### config.mk
export PLATFORM = sky130hd
export DESIGN_NAME = wb_master_decoder
export DESIGN_NICKNAME = d
export VERILOG_FILES = /design/src/rtl/wb_dec_pkg.sv /design/src/rtl/wb_timeout_counter.sv /design/src/rtl/wb_master_decoder.sv
export SDC_FILE = /design/constraint.sdc
export NUM_CORES = 1
export LEC_CHECK = 0
export CORE_AREA = 5 5 127 129
export DETAILED_ROUTE_END_ITERATION = 10
export DIE_AREA = 0 0 132 134
export GPL_ROUTABILITY_DRIVEN = 0
export HOLD_SLACK_MARGIN = 0.15
export REMOVE_ABC_BUFFERS = 1
export SYNTH_ARGS = -nofsm -noshare
export SYNTH_HDL_FRONTEND = slang
export SYNTH_SLANG_ARGS = --single-unit
export TNS_END_PERCENT = 100
### constraint.sdc
create_clock -name WB_CLK -period 4.6 [get_ports WB_CLK]
set_input_delay 0.46 -clock WB_CLK [delete_from_list [all_inputs] [get_ports WB_CLK]]
set_output_delay 0.46 -clock WB_CLK [all_outputs]
set_load 0.1 [all_outputs]
### src/rtl/wb_dec_pkg.sv
// ---------------------------------------------------------------------------
// Module      : wb_dec_pkg
// Description : Shared types, constants and window-select helper for the
//               WISHBONE master decoder.
// Revision    : 1.0 - initial release
// ---------------------------------------------------------------------------
`default_nettype none

package wb_dec_pkg;

  // Upper bound on channel count; sizes the match vector and lock index
  localparam int MAX_NCH = 8;
  localparam int IDX_W   = 3;

  // Decoder FSM encoding
  typedef enum logic [1:0] {
    IDLE   = 2'd0,
    ACTIVE = 2'd1,
    UNMAP  = 2'd2,
    ABORT  = 2'd3
  } state_e;

  // WISHBONE cycle type identifiers
  localparam logic [2:0] CTI_CLASSIC = 3'b000;
  localparam logic [2:0] CTI_CONST   = 3'b001;
  localparam logic [2:0] CTI_INCR    = 3'b010;
  localparam logic [2:0] CTI_EOB     = 3'b111;

  // Result of an address decode: any window hit, and the winning channel
  typedef struct packed {
    logic             hit;
    logic [IDX_W-1:0] idx;
  } dec_t;

  // Pick the lowest-index channel whose window matched
  function automatic dec_t lowest_match(input logic [MAX_NCH-1:0] match);
    dec_t r;
    r.hit = 1'b0;
    r.idx = '0;
    for (int i = MAX_NCH - 1; i >= 0; i--) begin
      if (match[i]) begin
        r.hit = 1'b1;
        r.idx = IDX_W'(i);
      end
    end
    return r;
  endfunction

endpackage

`default_nettype wire

### src/rtl/wb_timeout_counter.sv
// ---------------------------------------------------------------------------
// Module      : wb_timeout_counter
// Description : Saturating wait-state counter. Flags expiry in the cycle in
//               which the count would reach TIMEOUT so the caller can abort
//               the strobe in that same cycle.
// Revision    : 1.0 - initial release
// ---------------------------------------------------------------------------
`default_nettype none

module wb_timeout_counter #(
  parameter int TW      = 8,
  parameter int TIMEOUT = 255
) (
  input  logic clk,
  input  logic rst_n,
  input  logic clr,
  input  logic en,
  output logic expired
);

  localparam logic [TW-1:0] c_max  = TW'(TIMEOUT);
  localparam logic [TW-1:0] c_last = TW'(TIMEOUT - 1);

  logic [TW-1:0] cnt_q;
  logic [TW-1:0] cnt_d;

  // Next count: clear wins, otherwise count up and hold at TIMEOUT
  always_comb begin
    cnt_d = cnt_q;
    if (clr) begin
      cnt_d = '0;
    end else if (en && (cnt_q != c_max)) begin
      cnt_d = cnt_q + 1'b1;
    end
  end

  // Count register
  always_ff @(posedge clk or negedge rst_n) begin
    if (!rst_n) begin
      cnt_q <= '0;
    end else begin
      cnt_q <= cnt_d;
    end
  end

  assign expired = en & ~clr & (cnt_q >= c_last);

endmodule

`default_nettype wire

### src/rtl/wb_master_decoder.sv
// ---------------------------------------------------------------------------
// Module      : wb_master_decoder
// Description : Routes one upstream WISHBONE master to NCH address-decoded
//               slave channels. The channel is locked for the whole CYC,
//               unmapped addresses get ERR, hung slaves are aborted.
// Revision    : 1.0 - initial release
// ---------------------------------------------------------------------------
`default_nettype none

module wb_master_decoder
  import wb_dec_pkg::*;
#(
  parameter int                NCH     = 4,
  parameter int                AW      = 32,
  parameter int                DW      = 32,
  parameter logic [NCH*AW-1:0] CH_BASE = {32'h3000, 32'h2000, 32'h1000, 32'h0000},
  parameter logic [NCH*AW-1:0] CH_MASK = {4{32'hFFFF_F000}},
  parameter int                TIMEOUT = 255,
  parameter int                TW      = 8
) (
  input  logic              WB_CLK,
  input  logic              WB_RST_N,
  // upstream slave side
  input  logic [AW-1:0]     WBS_ADR_I,
  input  logic [DW-1:0]     WBS_DAT_I,
  output logic [DW-1:0]     WBS_DAT_O,
  input  logic [DW/8-1:0]   WBS_SEL_I,
  input  logic              WBS_CYC_I,
  input  logic              WBS_STB_I,
  input  logic              WBS_WE_I,
  input  logic [2:0]        WBS_CTI_I,
  input  logic [1:0]        WBS_BTE_I,
  output logic              WBS_ACK_O,
  output logic              WBS_RTY_O,
  output logic              WBS_ERR_O,
  // downstream channels
  output logic [AW-1:0]     CH_ADR_O,
  output logic [DW-1:0]     CH_DAT_O,
  output logic [DW/8-1:0]   CH_SEL_O,
  output logic              CH_WE_O,
  output logic [2:0]        CH_CTI_O,
  output logic [1:0]        CH_BTE_O,
  input  logic [NCH*DW-1:0] CH_DAT_I,
  output logic [NCH-1:0]    CH_CYC_O,
  output logic [NCH-1:0]    CH_STB_O,
  input  logic [NCH-1:0]    CH_ACK_I,
  input  logic [NCH-1:0]    CH_RTY_I,
  input  logic [NCH-1:0]    CH_ERR_I,
  output logic              TO_EVT
);

  state_e           state_q;
  logic [IDX_W-1:0] sel_q;

  logic [NCH-1:0]   w_match;
  dec_t             w_dec;
  logic [NCH-1:0]   w_sel_oh;
  logic             w_ack;
  logic             w_rty;
  logic             w_err;
  logic [DW-1:0]    w_dat;
  logic             w_active;
  logic             w_term;
  logic             w_cnt_en;
  logic             w_expired;

  // Per-channel window compare on the live upstream address
  for (genvar gi = 0; gi < NCH; gi++) begin : g_match
    assign w_match[gi] = ((WBS_ADR_I & CH_MASK[gi*AW +: AW]) ==
                          (CH_BASE[gi*AW +: AW] & CH_MASK[gi*AW +: AW]));
  end

  assign w_dec = lowest_match(MAX_NCH'(w_match));

  // Select the locked channel's terminations and read data
  always_comb begin
    w_sel_oh = '0;
    w_ack    = 1'b0;
    w_rty    = 1'b0;
    w_err    = 1'b0;
    w_dat    = '0;
    for (int i = 0; i < NCH; i++) begin
      if (sel_q == IDX_W'(i)) begin
        w_sel_oh[i] = 1'b1;
        w_ack       = CH_ACK_I[i];
        w_rty       = CH_RTY_I[i];
        w_err       = CH_ERR_I[i];
        w_dat       = CH_DAT_I[i*DW +: DW];
      end
    end
  end

  assign w_active = (state_q == ACTIVE);
  assign w_term   = w_ack | w_rty | w_err;
  // Only an outstanding, unanswered strobe on the locked channel ages
  assign w_cnt_en = w_active & WBS_STB_I & ~w_term;

  wb_timeout_counter #(
    .TW      (TW),
    .TIMEOUT (TIMEOUT)
  ) u_timeout (
    .clk     (WB_CLK),
    .rst_n   (WB_RST_N),
    .clr     (~w_cnt_en),
    .en      (w_cnt_en),
    .expired (w_expired)
  );

  // Decode on the first strobe, lock until CYC drops, divert on error paths
  always_ff @(posedge WB_CLK or negedge WB_RST_N) begin
    if (!WB_RST_N) begin
      state_q <= IDLE;
      sel_q   <= '0;
    end else begin
      case (state_q)
        IDLE: begin
          if (WBS_CYC_I && WBS_STB_I) begin
            if (w_dec.hit) begin
              state_q <= ACTIVE;
              sel_q   <= w_dec.idx;
            end else begin
              state_q <= UNMAP;
            end
          end
        end
        ACTIVE: begin
          if (!WBS_CYC_I) begin
            state_q <= IDLE;
          end else if (w_expired) begin
            state_q <= ABORT;
          end
        end
        UNMAP: begin
          state_q <= IDLE;
        end
        ABORT: begin
          if (!WBS_CYC_I) begin
            state_q <= IDLE;
          end
        end
        default: begin
          state_q <= IDLE;
        end
      endcase
    end
  end

  // Broadcast bus follows the master directly
  assign CH_ADR_O = WBS_ADR_I;
  assign CH_DAT_O = WBS_DAT_I;
  assign CH_SEL_O = WBS_SEL_I;
  assign CH_WE_O  = WBS_WE_I;
  assign CH_CTI_O = WBS_CTI_I;
  assign CH_BTE_O = WBS_BTE_I;

  // Gated strobes: dropped in the abort cycle so the hung slave is released
  assign CH_CYC_O = (w_active && !w_expired) ? (w_sel_oh & {NCH{WBS_CYC_I}}) : '0;
  assign CH_STB_O = (w_active && !w_expired) ? (w_sel_oh & {NCH{WBS_STB_I}}) : '0;

  assign WBS_ACK_O = w_active & w_ack;
  assign WBS_RTY_O = w_active & w_rty;
  assign WBS_ERR_O = (w_active & w_err) | (state_q == UNMAP) | w_expired;
  assign WBS_DAT_O = w_active ? w_dat : '0;
  assign TO_EVT    = w_expired;

endmodule

`default_nettype wire

==> results.sh <==
export IMPL_status="finished, final reports clean"
export IMPL_rsz0062_at_grt="no"
export IMPL_clk_path_buf_depth=2
export IMPL_vias=2550
export IMPL_cts_resized=0
export IMPL_yosys_area_top_type="mux4_2"
export IMPL_final_common_cell="clkdlybuf4s50_1"
export IMPL_setup_violations=0
export IMPL_fin_area_sq_mm=0.00439
export IMPL_cp_max_fo=30
export IMPL_grt_pass1_vias=2970
export IMPL_design_die_area_sq_mm=0.0177
export IMPL_final_cell_mix="217 x clkdlybuf4s50_1, 35 x mux4_2, 35 x and3_1"
export IMPL_yosys_warnings=0
export IMPL_critPathCaptureType="primary output"
export IMPL_ir_drop_mv=0.114
export IMPL_synth_cells=248
export IMPL_p_leak_nw=1.62
export IMPL_start_kind="flip-flop"
export IMPL_total_power_w=0.000560
export IMPL_ys_async_sr_fraction_pct=100
export IMPL_drc_errors=0
export IMPL_clock_skew_ns=0.00295
export IMPL_hold_class="in2async"
export IMPL_synth_area_leaders="mux4_2 32%, buf_4 23%, dfrtp_1 12%"
export IMPL_pin_count=336
export IMPL_final_min_clock_period_ns=3.75
export IMPL_routed_wl_microns=14100
export IMPL_crit_arrival_ns=3.29
export IMPL_die_w_microns=132
export IMPL_grtUsageTotal_pct=14.9
export IMPL_worstMarginPinSlew_ns=1.08
export IMPL_postCtsHoldBufs=0
export IMPL_area_growth_pct=80.8
export IMPL_synth_edf_count=0
export IMPL_root_buffer="clkbuf_16"
export IMPL_slew_viol_final=0
export IMPL_nets=612
export IMPL_ys_types=38
export IMPL_via_per_inst=4.40
export IMPL_fmaxAchievable_mhz=267
export IMPL_max_cap_violations=0
export IMPL_dp_hpwl_microns=12500
export IMPL_grt_max_degree=42
export IMPL_die_h_microns=134
export IMPL_grt_overflow_total=0
export IMPL_yosys_register_bits=12
export IMPL_synthFlopType="dfrtp_1"
export IMPL_power_density_mw_per_mm2=128
export IMPL_fin_crit_sh_pct=81.6
export IMPL_maxSlewHeadroom_pct=27.9
export IMPL_cts_htree_levels=1
export IMPL_grt_antenna_before_repair=0
export IMPL_clock_latency_ns=0.25
export IMPL_row_count=45
export IMPL_synthesis_area_sq_mm=0.00243
export IMPL_start_util_pct=16.3
export IMPL_antenna_cells=0
export IMPL_wl_per_cell_microns=24.4
export IMPL_drt_iter0_drc=85
export IMPL_worstPathRequired_ns=4.14
export IMPL_ant_nets=0
export IMPL_portBuffers=227
export IMPL_placed_area_sq_mm=0.00430
export IMPL_postCtsSetupRepairBufs=0
export IMPL_crit_type="reg2out"
export IMPL_clock_sinks=12
export IMPL_grt_pass1_wl_microns=19700
export IMPL_cts_clk_slew_worst_paths_ns=0.05
export IMPL_finalHoldViolations=0
export IMPL_core_area_sq_mm=0.0149
export IMPL_syn_mean_instance_area_sq_um=9.79
export IMPL_drive_gt1_share_pct=15.6
export IMPL_cts_buffers_inserted=3
export IMPL_first_pass_iters=6
export IMPL_seq_area_frac_synth_pct=12.4
export IMPL_synth_top_area_share_pct=32.5
export IMPL_hold_worst_slack_ns=0.580
export IMPL_cts_tree="built"
## synth_stat cells (2+ instances only)
library cell	number
nor2_1	17
nand2_1	7
and3_1	35
o211ai_1	2
nor4_1	5
ha_1	2
a2111oi_0	2
nor3_1	4
buf_2	3
inv_1	5
buf_4	74
nand2b_1	2
dfrtp_1	12
xnor2_1	4
mux2_2	2
o21ai_0	2
mux4_2	35
a21oi_1	2
clkbuf_1	11
nand3_1	4
## metal layers
layer	vias to the layer above	wire length (microns)	track usage [%]
met5	-	216	10.0
met4	4	40	0.914
met3	9	2830	14.2
met2	224	5720	20.8
met1	1172	5310	16.6
li1	1141	-	-
## flip-flops by register name, summed over array words and instances, names as in the netlist
register         flops
sel_q                2
u_timeout.cnt_q      8
state_q              2
## per-stage QoR
step / cells / setup TNS (ns) / util, % / worst slack (ns)
global placement: 575 / 0 / 28.8 / 1.06
CTS: 579 / 0 / 29.4 / 0.761
floorplan: 158 / -3.56 / - / -1.98
global route: 579 / 0 / 29.4 / 0.606
detailed placement: 575 / 0 / 28.8 / 1.03
finish: 579 / 0 / 29.4 / 0.848
## critical path, cell delays in order, from the launching register on
cell and delay, ns:
dfrtp_2 0.93, buf_4 0.39, mux4_2 0.53, and3_1 0.19, clkdlybuf4s50_1 0.97
## final timing paths
kind | cells past startpoint | slack [ns] | startpoint | endpoint
worst max register to register | 4 | 2.05 | sel_q[0]$_DFFE_PN0P_ | state_q[1]$_DFFE_PN0P_
max in group asynchronous | 1 | 3.62 | WB_RST_N | sel_q[0]$_DFFE_PN0P_
worst min-delay path | 1 | 0.58 | WB_RST_N | u_timeout.cnt_q[2]$_DFFE_PN0P_
min in group WB_CLK | 2 | 0.59 | u_timeout.cnt_q[3]$_DFFE_PN0P_ | u_timeout.cnt_q[3]$_DFFE_PN0P_
worst min register to register | 2 | 0.59 | u_timeout.cnt_q[3]$_DFFE_PN0P_ | u_timeout.cnt_q[3]$_DFFE_PN0P_
worst max-delay path | 4 | 0.85 | sel_q[0]$_DFFE_PN0P_ | WBS_DAT_O[5]
## kinds of logic after synthesis
group           Yosys count  share of synthesized area, %
fa+ha+maj                 2                          1.03
buf+inv                  95                          26.6
flops                    12                          12.4
simple gates             82                          19.1
compound gates           14                          5.26
xor+xnor                  5                          1.80
mux                      38                          33.8
## layout make-up
class | count | area (sq um)
clock buffer | 4 | 88.8
fill | 1546 | 10500
inverter | 5 | 18.8
multi-input combinational | 141 | 1480
sequential | 12 | 303
tap | 188 | 235
timing repair buffer | 229 | 2260
## where the power goes
group          switching, W  internal, W  total, W
registers       0.000000697     0.000106  0.000107
logic              0.000113     0.000158  0.000271
clock network     0.0000500     0.000132  0.000182
Power figures use the tool's default switching activity.
